[src/rtl/pc_fetch_ctrl_pkg.sv]
// Shared types and widths for the program-counter fetch controller.
// Holds the state encoding, fault-cause codes and the PC/instruction widths.
package pc_fetch_ctrl_pkg;

  localparam int unsigned PC_W    = 64;
  localparam int unsigned INSTR_W = 32;

  typedef enum logic [1:0] {
    ST_FETCH = 2'd0,
    ST_HOLD  = 2'd1,
    ST_FAULT = 2'd2
  } fetch_state_e;

  typedef enum logic [1:0] {
    FC_NONE     = 2'b00,
    FC_MISALIGN = 2'b01,
    FC_TIMEOUT  = 2'b10
  } fault_code_e;

  function automatic logic pc_aligned(input logic [PC_W-1:0] pc);
    return pc[1:0] == 2'b00;
  endfunction

endpackage

[src/rtl/pc_fetch_ctrl_if.sv]
// Instruction-memory request/acknowledge bus between fetch control and memory.
interface pc_fetch_ctrl_if
  import pc_fetch_ctrl_pkg::*;
  ();

  logic               IMemReq;
  logic [PC_W-1:0]    IMemAddr;
  logic               IMemAck;
  logic [INSTR_W-1:0] IMemData;

  modport master (
    output IMemReq,
    output IMemAddr,
    input  IMemAck,
    input  IMemData
  );

  modport slave (
    input  IMemReq,
    input  IMemAddr,
    output IMemAck,
    output IMemData
  );

endinterface

[src/rtl/pc_fetch_ctrl_timeout_ctr.sv]
// Clearable up-counter flagging the last permitted wait cycle of a fetch.
module fetch_timeout_ctr #(
  parameter int unsigned TIMEOUT = 16
) (
  input  logic clk_i,
  input  logic rst_i,
  input  logic clr_i,
  input  logic inc_i,
  output logic tc_o
);

  localparam logic [15:0] TC_VAL = 16'(TIMEOUT - 1);

  logic [15:0] cnt_q;

  always_ff @(posedge clk_i) begin
    if (rst_i || clr_i) begin
      cnt_q <= '0;
    end else if (inc_i) begin
      cnt_q <= cnt_q + 16'd1;
    end
  end

  // Terminal count marks the TIMEOUT-th unacknowledged cycle, not the one after.
  assign tc_o = (cnt_q == TC_VAL);

endmodule

[src/rtl/pc_fetch_ctrl.sv]
// Architectural PC register and single-outstanding instruction fetch sequencer.
module pc_fetch_ctrl
  import pc_fetch_ctrl_pkg::*;
#(
  parameter logic [63:0] RESET_PC = 64'h0,
  parameter int unsigned TIMEOUT  = 16,
  parameter int unsigned CNTW     = 32
) (
  input  logic                  CLK,
  input  logic                  Reset,
  input  logic [PC_W-1:0]       NextPC,
  input  logic                  NextPCValid,
  pc_fetch_ctrl_if.master       imem,
  output logic [INSTR_W-1:0]    Instruction,
  output logic                  InstrValid,
  output logic [PC_W-1:0]       CurrentPC,
  output logic [CNTW-1:0]       RetiredCount,
  output logic                  Fault,
  output logic [1:0]            FaultCode
);

  fetch_state_e       state_q;
  logic [PC_W-1:0]    pc_q;
  logic [INSTR_W-1:0] instr_q;
  logic               valid_q;
  logic               req_q;
  logic [CNTW-1:0]    retired_q;
  logic               fault_q;
  fault_code_e        fc_q;

  logic tmo_tc;
  logic tmo_inc;
  logic tmo_clr;

  assign tmo_inc = (state_q == ST_FETCH) && req_q && !imem.IMemAck;
  assign tmo_clr = (state_q != ST_FETCH) || imem.IMemAck;

  fetch_timeout_ctr #(
    .TIMEOUT (TIMEOUT)
  ) u_timeout (
    .clk_i (CLK),
    .rst_i (Reset),
    .clr_i (tmo_clr),
    .inc_i (tmo_inc),
    .tc_o  (tmo_tc)
  );

  always_ff @(posedge CLK) begin
    if (Reset) begin
      state_q   <= ST_FETCH;
      pc_q      <= RESET_PC;
      instr_q   <= '0;
      valid_q   <= 1'b0;
      req_q     <= 1'b0;
      retired_q <= '0;
      fault_q   <= 1'b0;
      fc_q      <= FC_NONE;
    end else begin
      unique case (state_q)
        ST_FETCH: begin
          // req_q low only on the first cycle out of reset; no request is open yet.
          if (!req_q) begin
            req_q <= 1'b1;
          end else if (imem.IMemAck) begin
            instr_q <= imem.IMemData;
            valid_q <= 1'b1;
            req_q   <= 1'b0;
            state_q <= ST_HOLD;
          end else if (tmo_tc) begin
            req_q   <= 1'b0;
            fault_q <= 1'b1;
            fc_q    <= FC_TIMEOUT;
            state_q <= ST_FAULT;
          end
        end
        ST_HOLD: begin
          if (NextPCValid) begin
            valid_q <= 1'b0;
            if (pc_aligned(NextPC)) begin
              pc_q      <= NextPC;
              retired_q <= retired_q + CNTW'(1);
              req_q     <= 1'b1;
              state_q   <= ST_FETCH;
            end else begin
              fault_q <= 1'b1;
              fc_q    <= FC_MISALIGN;
              state_q <= ST_FAULT;
            end
          end
        end
        ST_FAULT: begin
        end
        default: begin
          state_q <= ST_FAULT;
          req_q   <= 1'b0;
          valid_q <= 1'b0;
        end
      endcase
    end
  end

  assign imem.IMemReq  = req_q;
  assign imem.IMemAddr = pc_q;
  assign Instruction   = instr_q;
  assign InstrValid    = valid_q;
  assign CurrentPC     = pc_q;
  assign RetiredCount  = retired_q;
  assign Fault         = fault_q;
  assign FaultCode     = fc_q;

endmodule

[src/flat_wrapper.sv]
// flat-port wrapper written by rule: the top's interface ports become plain ports
module pc_fetch_ctrl_flat import pc_fetch_ctrl_pkg::*;
#(
  parameter logic [63:0] RESET_PC = 64'h0,
  parameter int unsigned TIMEOUT  = 16,
  parameter int unsigned CNTW     = 32
)
  (CLK, Reset, NextPC, NextPCValid, Instruction, InstrValid, CurrentPC, RetiredCount, Fault, FaultCode, imem_IMemReq, imem_IMemAddr, imem_IMemAck, imem_IMemData);
  pc_fetch_ctrl_if imem_i ();
  input  logic CLK;
  input  logic Reset;
  input  logic [PC_W-1:0] NextPC;
  input  logic NextPCValid;
  output logic [INSTR_W-1:0] Instruction;
  output logic InstrValid;
  output logic [PC_W-1:0] CurrentPC;
  output logic [CNTW-1:0] RetiredCount;
  output logic Fault;
  output logic [1:0] FaultCode;
  output wire logic [$bits(imem_i.IMemReq)-1:0] imem_IMemReq;
  output wire logic [$bits(imem_i.IMemAddr)-1:0] imem_IMemAddr;
  input wire logic [$bits(imem_i.IMemAck)-1:0] imem_IMemAck;
  input wire logic [$bits(imem_i.IMemData)-1:0] imem_IMemData;
  assign imem_IMemReq = imem_i.IMemReq;
  assign imem_IMemAddr = imem_i.IMemAddr;
  assign imem_i.IMemAck = imem_IMemAck;
  assign imem_i.IMemData = imem_IMemData;
  pc_fetch_ctrl #(.RESET_PC(RESET_PC), .TIMEOUT(TIMEOUT), .CNTW(CNTW)) u_core (.CLK(CLK), .Reset(Reset), .NextPC(NextPC), .NextPCValid(NextPCValid), .imem(imem_i), .Instruction(Instruction), .InstrValid(InstrValid), .CurrentPC(CurrentPC), .RetiredCount(RetiredCount), .Fault(Fault), .FaultCode(FaultCode));
endmodule
[config.mk]
export PLATFORM = sky130hd
export DESIGN_NAME = pc_fetch_ctrl_flat
export DESIGN_NICKNAME = d
export VERILOG_FILES = /design/src/rtl/pc_fetch_ctrl_pkg.sv /design/src/rtl/pc_fetch_ctrl_if.sv /design/src/rtl/pc_fetch_ctrl_timeout_ctr.sv /design/src/rtl/pc_fetch_ctrl.sv /design/src/flat_wrapper.sv
export SDC_FILE = /design/constraint.sdc
export NUM_CORES = 1
export LEC_CHECK = 0
export ABC_CLOCK_PERIOD_IN_PS = 3000
export CAP_MARGIN = 20
export CORE_ASPECT_RATIO = 0.8
export CORE_MARGIN = 2
export CORE_UTILIZATION = 45
export CTS_CLUSTER_SIZE = 16
export DETAILED_ROUTE_END_ITERATION = 16
export GPL_ROUTABILITY_DRIVEN = 0
export HOLD_SLACK_MARGIN = 0.08
export PLACE_DENSITY_LB_ADDON = 0.15
export SLEW_MARGIN = 20
export SYNTH_ARGS = -nofsm -noshare
export SYNTH_HDL_FRONTEND = slang
export SYNTH_SLANG_ARGS = --single-unit
[constraint.sdc]
create_clock -name CLK -period 3 [get_ports CLK]
set_input_delay 0.6 -clock CLK [delete_from_list [all_inputs] [get_ports CLK]]
set_output_delay 0.6 -clock CLK [all_outputs]
set_load 0.05 [all_outputs]
==> reports/metrics.csv <==
stage,metric,value,unit
floorplan,start_util,45.7,%
floorplan,die_h,111,µm
clock_network,clock-sinks,151,
synth,seq_area_frac_synth,46.6,%
sta,fmax,424,MHz
route,drt_wl_total,18.9,mm
grt,grt_use_total,23.8,%
place,dp_cells,1171,
grt,antenna_found_initial,0,
sta,hold_violations,0,
critical_path,cp_data_required_time,3.33,ns
sta,rsz0062_at_grt,false,
critical_path,reg2regPathDepth,5,
floorplan,num_rows,39,
synth,syn_nets,898,
critical_path,crit_path_max_fanout,19,
layout,layout_common_cells,"clkdlybuf4s50_1 (295), nand2_1 (204), dfxtp_1 (151)",
floorplan,dieArea,15400,µm²
place,preCtsSetupSlack,0.245,ns
synth,syn_area,6490,µm²
clock_network,cts_tree,yes,
route,viasPerCell,5.03,
route,route.detailed.drc,0,
worst_hold_path,min_path_cells,2,
floorplan,die_x,138,µm
floorplan,core,14200,µm²
layout,finalNonFillerCells,1202,
route,num_vias,6050,
synth,synth-seq-cells,151,
sta,layout_setup_ws,0.641,ns
sta,slew_violations,0,
sta,min_period,2.36,ns
worst_hold_path,worstHoldStart,u_core.Instruction[17],
critical_path,endpoint_kind,register,
layout,num_antenna_cells,0,
place,hpwl,13.4,mm
sta,slew_headroom,51.6,%
layout,seq_area,3020,µm²
clock_network,clockBufferDepth,2,
synth,postSynth.asyncResetShare,0,%
synth,synthFlopType,dfxtp_1,
floorplan,pin_count,297,
synth,yosysWarnings,0,
layout,fill_cells,1192,
critical_path,arrival,2.69,ns
grt,grt_first_pass_wirelength,29.8,mm
critical_path,r2r_slack,0.84,ns
place,port_buffers,296,
pwr,powerDensity,504,nW/µm²
sta,worst-slew-pin-transition,0.726,ns
sta,holdWs,0.454,ns
place,place_area,9110,µm²
route,first_pass_iters,5,
clock_network,clkSlewWorstSetupHoldPaths,0.06,ns
layout,multi_input_area,2740,µm²
clock_network,clock_latency,0.41,ns
worst_hold_path,min_to,u_core.Instruction[17],
critical_path,startpoint_type,input port,
layout,final_common_cell,clkdlybuf4s50_1,
synth,synth_edf_count,0,
critical_path,worstReg2RegEnd,u_core.RetiredCount[17],
synth,avgSynthCellArea,8.15,µm²
sta,fin_skew,0.00887,ns
synth,synth_cells,796,
route,first_iter_violations,416,
layout,drive_above_1_share,6.09,%
layout,area_growth,50.4,%
pwr,ir_drop,0.370,mV
critical_path,rr_startpoint,u_core.state_q[0],
sta,final.period_utilization,78.6,%
route,ant_nets,0,
clock_network,clock-root-buffer,clkbuf_16,
grt,grt_max_degree,147,
clock_network,cts_buffers,17,
clock_network,cts_setup_buffers,0,
route,drt-wirelength-per-cell,15.7,µm
grt,grt_pass1_vias,5585,
run,drv_cap,0,
pwr,leakage,3.29,nW
clock_network,cts_resized,0,
grt,overflow,0,
layout,nNetsFinal,1108,
sta,final.setup.tns,0,ns
run_status,status,finished clean,
clock_network,postCtsHoldBufs,0,
layout,design_area,9760,µm²
critical_path,crit_type,in2reg,
synth,yosysUniqueCellTypes,43,
worst_hold_path,hp-class,reg2reg,
sta,setup_violations,0,
clock_network,cts.htree.levels,4,
==> layer usage <==
metal  up-vias  GRT usage (%)  share of wire, %
li1       3036              -                 -
met1      2782           31.7                44
met2       213           38.7                48
met3        19           6.24               6.4
met4         0           6.26               1.6
met5         -              0                 0
==> cells by family after synthesis <==
group,Yosys count,synth area share [%]
DFF,151,46.6
AOI/OAI and AO/OA,145,12.1
muxes,13,2.24
and+or+nand+nor,344,25.1
xor gates and xnor gates,16,2.16
buffers and inverters,125,11.4
adders and majority gates,2,0.386
==> flip-flops by register name (all words and copies together) (netlist names) <==
| name | cells |
|---|---|
| u_core.u_timeout.cnt_q | 16 |
| u_core.imem.IMemReq | 1 |
| u_core.FaultCode | 2 |
| u_core.Instruction | 32 |
| u_core.state_q | 2 |
| u_core.RetiredCount | 32 |
| u_core.Fault | 1 |
| u_core.CurrentPC | 64 |
| u_core.InstrValid | 1 |
==> worst max path at each step <==
| stage | cells after the start | start | slack, ns | end |
|---|---|---|---|---|
| 2_1_floorplan | 7 | u_core.RetiredCount[0] | 0.65 | u_core.RetiredCount[14] |
| 3_3_place_gp | 6 | NextPCValid | 0.28 | u_core.RetiredCount[29] |
| 4_1_cts | 1 | u_core.RetiredCount[2] | 0.64 | RetiredCount[2] |
| 3_5_place_dp | 6 | NextPCValid | 0.25 | u_core.RetiredCount[17] |
| 5_1_grt | 6 | NextPCValid | 0.57 | u_core.RetiredCount[17] |
| 6_report | 6 | NextPCValid | 0.64 | u_core.RetiredCount[17] |
==> power by group <==
group / internal, mW / leakage, nW / total, mW / switching (mW)
Clock: 1.48 / 0.310 / 2.34 / 0.854
Combinational: 0.228 / 1.76 / 0.514 / 0.287
Sequential: 2.04 / 1.22 / 2.07 / 0.0263
==> synthesized netlist by cell type, types with 3 or more instances <==
cell        n  area (µm²)
or3_1       8        50.1
a21oi_1   116         581
nor4_1     12        75.1
nor2_1     35         131
xnor2_1     9        78.8
or4_1      14         105
o31ai_1    13        97.6
and4_1      9        78.8
clkbuf_1   42         158
nand3_1    15        75.1
buf_4      65         488
nand4_1     9        56.3
nand2b_1    4        25.0
buf_1       6        22.5
buf_6       3        33.8
nand2_1   204         766
dfxtp_1   151        3020
inv_1       8        30.0
nor3b_1     4        30.0
xor2_1      7        61.3
and3_1      6        37.5
nor3_1      4        20.0
mux2_2     11         124
a211oi_1    3        22.5
o21ai_0     7        35.0
nor2b_1    10        62.6
==> worst max-delay path: stages <==
cell and delay (ns):
clkdlybuf4s50_1 0.58, nand4bb_4 0.14, buf_4 0.19, or3_4 0.49, or4_1 0.52, a21oi_1 0.16
==> metrics by stage <==
step	util [%]	power [mW]
2_1_floorplan	-	2.39
3_3_place_gp	64.2	2.62
3_5_place_dp	64.2	2.63
4_1_cts	68.7	4.96
5_1_grt	68.7	5.09
6_report	68.7	4.92
==> final cells by class <==
| type | instances | area share (%) |
|---|---|---|
| flip-flops and latches | 151 | 31.0 |
| multi-input cells | 520 | 28.1 |
| inverters | 8 | 0.308 |
| clock inverters | 14 | 2.28 |
| clock buffers | 17 | 4.36 |
| repair buffers | 308 | 31.6 |
| well taps | 184 | 2.36 |
(Power assumes the default switching activity.)
==> RTL change 1: new RTL, same settings <==
`TIMEOUT` is set to 16 in 3 places; all go to 15.
--- a/src/rtl/pc_fetch_ctrl_timeout_ctr.sv
+++ b/src/rtl/pc_fetch_ctrl_timeout_ctr.sv
@@ -1,6 +1,6 @@
 // Clearable up-counter flagging the last permitted wait cycle of a fetch.
 module fetch_timeout_ctr #(
-  parameter int unsigned TIMEOUT = 16
+  parameter int unsigned TIMEOUT = 15
 ) (
   input  logic clk_i,
   input  logic rst_i,
--- a/src/rtl/pc_fetch_ctrl.sv
+++ b/src/rtl/pc_fetch_ctrl.sv
@@ -3,7 +3,7 @@
   import pc_fetch_ctrl_pkg::*;
 #(
   parameter logic [63:0] RESET_PC = 64'h0,
-  parameter int unsigned TIMEOUT  = 16,
+  parameter int unsigned TIMEOUT  = 15,
   parameter int unsigned CNTW     = 32
 ) (
   input  logic                  CLK,
--- a/src/flat_wrapper.sv
+++ b/src/flat_wrapper.sv
@@ -2,7 +2,7 @@
 module pc_fetch_ctrl_flat import pc_fetch_ctrl_pkg::*;
 #(
   parameter logic [63:0] RESET_PC = 64'h0,
-  parameter int unsigned TIMEOUT  = 16,
+  parameter int unsigned TIMEOUT  = 15,
   parameter int unsigned CNTW     = 32
 )
   (CLK, Reset, NextPC, NextPCValid, Instruction, InstrValid, CurrentPC, RetiredCount, Fault, FaultCode, imem_IMemReq, imem_IMemAddr, imem_IMemAck, imem_IMemData);
Behaviour: same outputs for any inputs over 4 cycles, from zero or initial values and one cycle with Reset high; that may be too few to reach the edited logic, so the function may still have changed.
==> RTL change 1 against the unedited design <==
Synthesized cell count rose by 2.1%; power fell by 1.9%; wire length up 1.7%; setup slack lost 180 ps; sequential cell count stayed put; area after synthesis up 0.79%; cell area rose by 0.35%; die area is 0.76% higher; register-to-register slack got worse by 230 ps; non-clock buffer count up 1; count of clock-buffer cells in the layout grew 5; critical endpoint is now imem_IMemReq.
==> RTL change 1: results (changes against the unedited design) <==
| Metric | Value |
|---|---|
| Initial DRC count | 408 (was 416) |
| First-pass GRT wire length | 30.0 mm (was 29.8 mm) |
| Post-route insts no fill | 1221 (was 1202) |
| Largest net degree at the start of global routing | 109 (was 147) |
| Drt wl/cell | 15.7 um (about the same) |
| Placement Cell Area | 9170 sq um (was 9110 sq um) |
| TritonRoute pass-1 iters | 4 (was 5) |
| Worst R2R Path Depth | 4 (was 5) |
| Share of cells above drive strength 1 | 5.50% (was 6.09%) |
| Synth cell types | 49 (was 43) |
| FF-to-FF End | u_core.RetiredCount[29] (was u_core.RetiredCount[17]) |
| Placed wire-length estimate | 13.5 mm (was 13.4 mm) |
| Tot GR Track Use | 24.0% (was 23.8%) |
| Number of global-route vias before repair | 5903 (was 5585) |
| Worst min-delay path startpoint | u_core.Instruction[12] (was u_core.Instruction[17]) |
| Outcome | completed (unchanged) |
| Pleak | 3.28 nW (was 3.29 nW) |
| Max incr delay on CP | 900 ps (was 580 ps) |
| Via count | 6301 (was 6050) |
| Max reg flops | 64 (unchanged) |
| Clk_skew | 8.28 ps (was 8.87 ps) |
| Hold Path Sink | u_core.Instruction[12] (was u_core.Instruction[17]) |
| Syn Nets | 916 (was 898) |
| WP data arrival | 1930 ps (was 2690 ps) |
| CP top delay family | buffers and inverters (was simple AND/OR/NAND/NOR gates) |
| Synth area leaders | dfxtp_1 (46%), nand2_1 (12%), a21oi_1 (9.6%), buf_4 (7.3%), clkbuf_1 (2.5%) (was dfxtp_1 (47%), nand2_1 (12%), a21oi_1 (8.9%), buf_4 (7.5%), clkbuf_1 (2.4%)) |
| Post-synthesis sequential area ratio | 46.2% (was 46.6%) |
| R2R Setup Slk | 610 ps (was 840 ps) |
| Worst r2r src | u_core.RetiredCount[7] (was u_core.state_q[0]) |
| Synth cell count leaders | nand2_1 (206), dfxtp_1 (151), a21oi_1 (125) (was nand2_1 (204), dfxtp_1 (151), a21oi_1 (116)) |
[RTL change 1: cell types whose count changed in the layout (fill, tap and decap cells not counted), sizes merged, moves of 5 or more]
cell,unedited run,this run
and2,0,6
inv,11,5
clkbuf,17,22
mux2,12,3
nand3,15,20
a21oi,116,125
[RTL change 1: where the power goes]
group	switching, W	internal (W)	total (W)
Clock	0.000828	0.00138	0.00221
Combinational	0.000307	0.000235	0.000542
Sequential	0.0000316	0.00204	0.00208
Total	0.00117	0.00366	0.00482
[RTL change 1: area by class of cell]
| type | instances | area, sq um |
|---|---|---|
| sequential | 151 | 3020 |
| timing repair buffer | 309 | 3100 |
| inverter | 4 | 15.0 |
| clock inverter | 10 | 144 |
| tap | 184 | 230 |
| fill | 1220 | 4460 |
| multi-input combinational | 541 | 2810 |
| clock buffer | 22 | 474 |
[RTL change 1: worst max-delay path by stage]
stage	from	end	slack, ps	cells past startpoint
floorplan	u_core.RetiredCount[7]	u_core.RetiredCount[27]	680	5
global placement	NextPC[0]	u_core.RetiredCount[29]	330	5
detailed placement	NextPC[0]	u_core.RetiredCount[29]	280	5
CTS	u_core.imem.IMemReq	imem_IMemReq	450	1
global route	u_core.imem.IMemReq	imem_IMemReq	370	1
finish	u_core.imem.IMemReq	imem_IMemReq	470	1
[RTL change 1: metal layers]
metal  share of wire, %  vias up  track usage (%)  wire [um]
li1                   -     3144                -          -
met1                 44     2914             30.8       8430
met2                 47      220             40.1       9110
met3                6.9       23             5.46       1330
met4                1.7        0             8.22        326
met5                  0        -                0          0
[RTL change 1: cells by family after synthesis]
group	after synthesis	synth area share [%]
buffers and inverters	121	11.0
XOR/XNOR	14	1.87
AO/OA/AOI/OAI	163	13.9
flip-flops	151	46.2
AND/OR/NAND/NOR	358	26.0
multiplexers	3	0.517
adder cells (fa/ha/maj)	3	0.574
[RTL change 1: per-stage QoR]
stage               worst slack (ps)  hold WS [ps]  total power, W
floorplan                        680           452         0.00241
global placement                 332           441         0.00266
detailed placement               283           446         0.00266
CTS                              452           454         0.00487
global route                     374           473         0.00500
finish                           465           450         0.00482
==> RTL change 2: new RTL, same flow settings <==
Without the edit above. Reset style: asynchronous (`Reset`), changed in one clocked block.
--- a/src/rtl/pc_fetch_ctrl.sv
+++ b/src/rtl/pc_fetch_ctrl.sv
@@ -45,7 +45,7 @@
     .tc_o  (tmo_tc)
   );
 
-  always_ff @(posedge CLK) begin
+  always_ff @(posedge CLK or posedge Reset) begin
     if (Reset) begin
       state_q   <= ST_FETCH;
       pc_q      <= RESET_PC;
Behaviour: differs if Reset is asserted again (counterexample within 4 cycles, from zero or initial values and one cycle with Reset high); with Reset held inactive, the same outputs for 4 cycles.
==> RTL change 2 against the unedited design <==
Setup slack got worse by 58 ps; area after synthesis grew 2.3%; cell count decreased by 8.8%; sequential cell count unchanged; fmax is 2.4% lower; cell area increased by 2.6%; power is 2.5% lower; wire length fell by 4.7%; critical path type is now reg2out; critical endpoint is now imem_IMemReq.
==> RTL change 2: results (changes against the unedited design) <==
| Metric | Value |
|---|---|
| Outcome | completed (unchanged) |
| Top FF cell, synth | dfrtp_1 (was dfxtp_1) |
| Port bufs | 296 (unchanged) |
| Clk_skew | 5.83 ps (was 8.87 ps) |
| Fin nets | 1001 (was 1108) |
| Initial antenna violation count | 0 (unchanged) |
| Placement Setup Slack | 288 ps (was 245 ps) |
| Postcts setup bufs | 0 (unchanged) |
| Worst IR Drop VDD | 0.361 mV (was 0.370 mV) |
| Slowest-stage cell, CP | clkdlybuf4s50_1 (unchanged) |
| Synth cell types | 42 (was 43) |
| Max reg flops | 64 (unchanged) |
| Post-synthesis sequential area ratio | 55.7% (was 46.6%) |
| Synth cell count leaders | nand2_1 (211), dfrtp_1 (135), buf_4 (65) (was nand2_1 (204), dfxtp_1 (151), a21oi_1 (116)) |
| Syn Nets | 764 (was 898) |
| Placement Cell Area | 9370 sq um (was 9110 sq um) |
| Synth async-reset ratio | 89.4% (was 0%) |
| WP data arrival | 1820 ps (was 2690 ps) |
| Drt wl/cell | 16.4 um (was 15.7 um) |
| Relative slew margins | 61.5% (was 51.6%) |
| Clk Latency, worst-skew pair | 420 ps |
| Ant. Diodes | 0 (unchanged) |
| Pleak | 4.50 nW (was 3.29 nW) |
| Number of global-route vias before repair | 5460 (was 5585) |
| TritonRoute pass-1 iters | 4 (was 5) |
| Root buffer cell | clkbuf_16 (unchanged) |
| First-pass GRT wire length | 29.0 mm (was 29.8 mm) |
| Clock-pin slew on the worst setup and hold paths | 60 ps (about the same) |
| H-tree levels | 4 (unchanged) |
| PostCTS Resize Cnt | 0 (unchanged) |
| CP top delay family | buffers and inverters (was simple AND/OR/NAND/NOR gates) |
| Share of cells above drive strength 1 | 9.10% (was 6.09%) |
| Min-Delay Path Class | reg2reg (unchanged) |
| Largest net degree at the start of global routing | 62 (was 147) |
| Tot GR Track Use | 23.4% (was 23.8%) |
| Max incr delay on CP | 870 ps (was 580 ps) |
| Crit-path max FO | 11 (was 19) |
| Cts bufs inserted | 17 (unchanged) |
| Initial DRC count | 289 (was 416) |
| Via count | 5439 (was 6050) |
| Synth Warn # | 0 (unchanged) |
| Synth area leaders | dfrtp_1 (51%), nand2_1 (12%), buf_4 (7.4%), mux2_2 (5.4%), dfxtp_1 (4.8%) (was dfxtp_1 (47%), nand2_1 (12%), a21oi_1 (8.9%), buf_4 (7.5%), clkbuf_1 (2.4%)) |
| Max clock buf depth | 2 (unchanged) |
| Placed wire-length estimate | 13.4 mm (about the same) |
[RTL change 2: changes by cell type after synthesis, moves of 7 or more]
| cell | unedited run | this run |
|---|---|---|
| dfrtp_1 | 0 | 135 |
| dfxtp_1 | 151 | 16 |
| clkbuf_1 | 42 | 24 |
| or4_1 | 14 | 3 |
| and2_1 | 0 | 8 |
| xnor2_1 | 9 | 28 |
| o31ai_1 | 13 | 3 |
| mux2_2 | 11 | 32 |
| nand4_1 | 9 | 20 |
| nand2_1 | 204 | 211 |
| nor2b_1 | 10 | 0 |
| a21oi_1 | 116 | 9 |
| nor4_1 | 12 | 4 |
| nor2_1 | 35 | 17 |
[RTL change 2: power breakdown]
part	internal (W)	total [W]	switching (W)	leakage, nW
registers	0.00206	0.00208	0.0000208	1.99
clock network	0.00146	0.00228	0.000818	0.306
logic	0.000200	0.000444	0.000244	2.20
total	0.00372	0.00480	0.00108	4.50
[RTL change 2: path summary, 6_finish.rpt]
kind	to	from	slack, ps	cells after the start
worst max-delay path	imem_IMemReq	u_core.imem.IMemReq	580	1
worst min-delay path	u_core.Fault	u_core.Fault	470	1
worst max register to register	u_core.u_timeout.cnt_q[15]	u_core.state_q[0]	670	4
worst min register to register	u_core.Fault	u_core.Fault	470	1
max in group asynchronous	u_core.CurrentPC[48]	Reset	1960	3
min in group asynchronous	u_core.RetiredCount[10]	Reset	680	3
[RTL change 2: cells by family (layout without fill, tap and decap cells)]
kind of cell	after synthesis	after routing	share of synthesized area (%)
flip-flops	151	151	55.7
AND/OR/NAND/NOR	318	318	21.9
buffers and inverters	95	345	9.07
XOR/XNOR	39	39	5.15
AO/OA/AOI/OAI	25	25	2.30
multiplexers	32	32	5.43
adder cells (fa/ha/maj)	2	2	0.377
[RTL change 2: cell type report]
cell class | instances | area, sq um
clock inverters | 11 | 170
inverters | 5 | 22.5
fillers | 1009 | 4330
multi-input cells | 416 | 2340
well taps | 184 | 230
repair buffers | 308 | 3080
flip-flops and latches | 151 | 3700
clock buffers | 21 | 470
[RTL change 2: per-stage QoR]
stage / instances / total power, W / util [%]
final: 1096 / 0.00480 / 69.8
after global placement: 1064 / 0.00256 / 65.3
after detailed placement: 1064 / 0.00256 / 65.3
after floorplan: 662 / 0.00234 / -
after CTS: 1096 / 0.00485 / 69.8
after global routing: 1096 / 0.00497 / 69.8
[RTL change 2: layer usage]
metal	GRT usage (%)	wire length, um
met1	28.8	7170
met4	9.73	439
met5	0	0
met2	39.1	9120
met3	6.53	1270
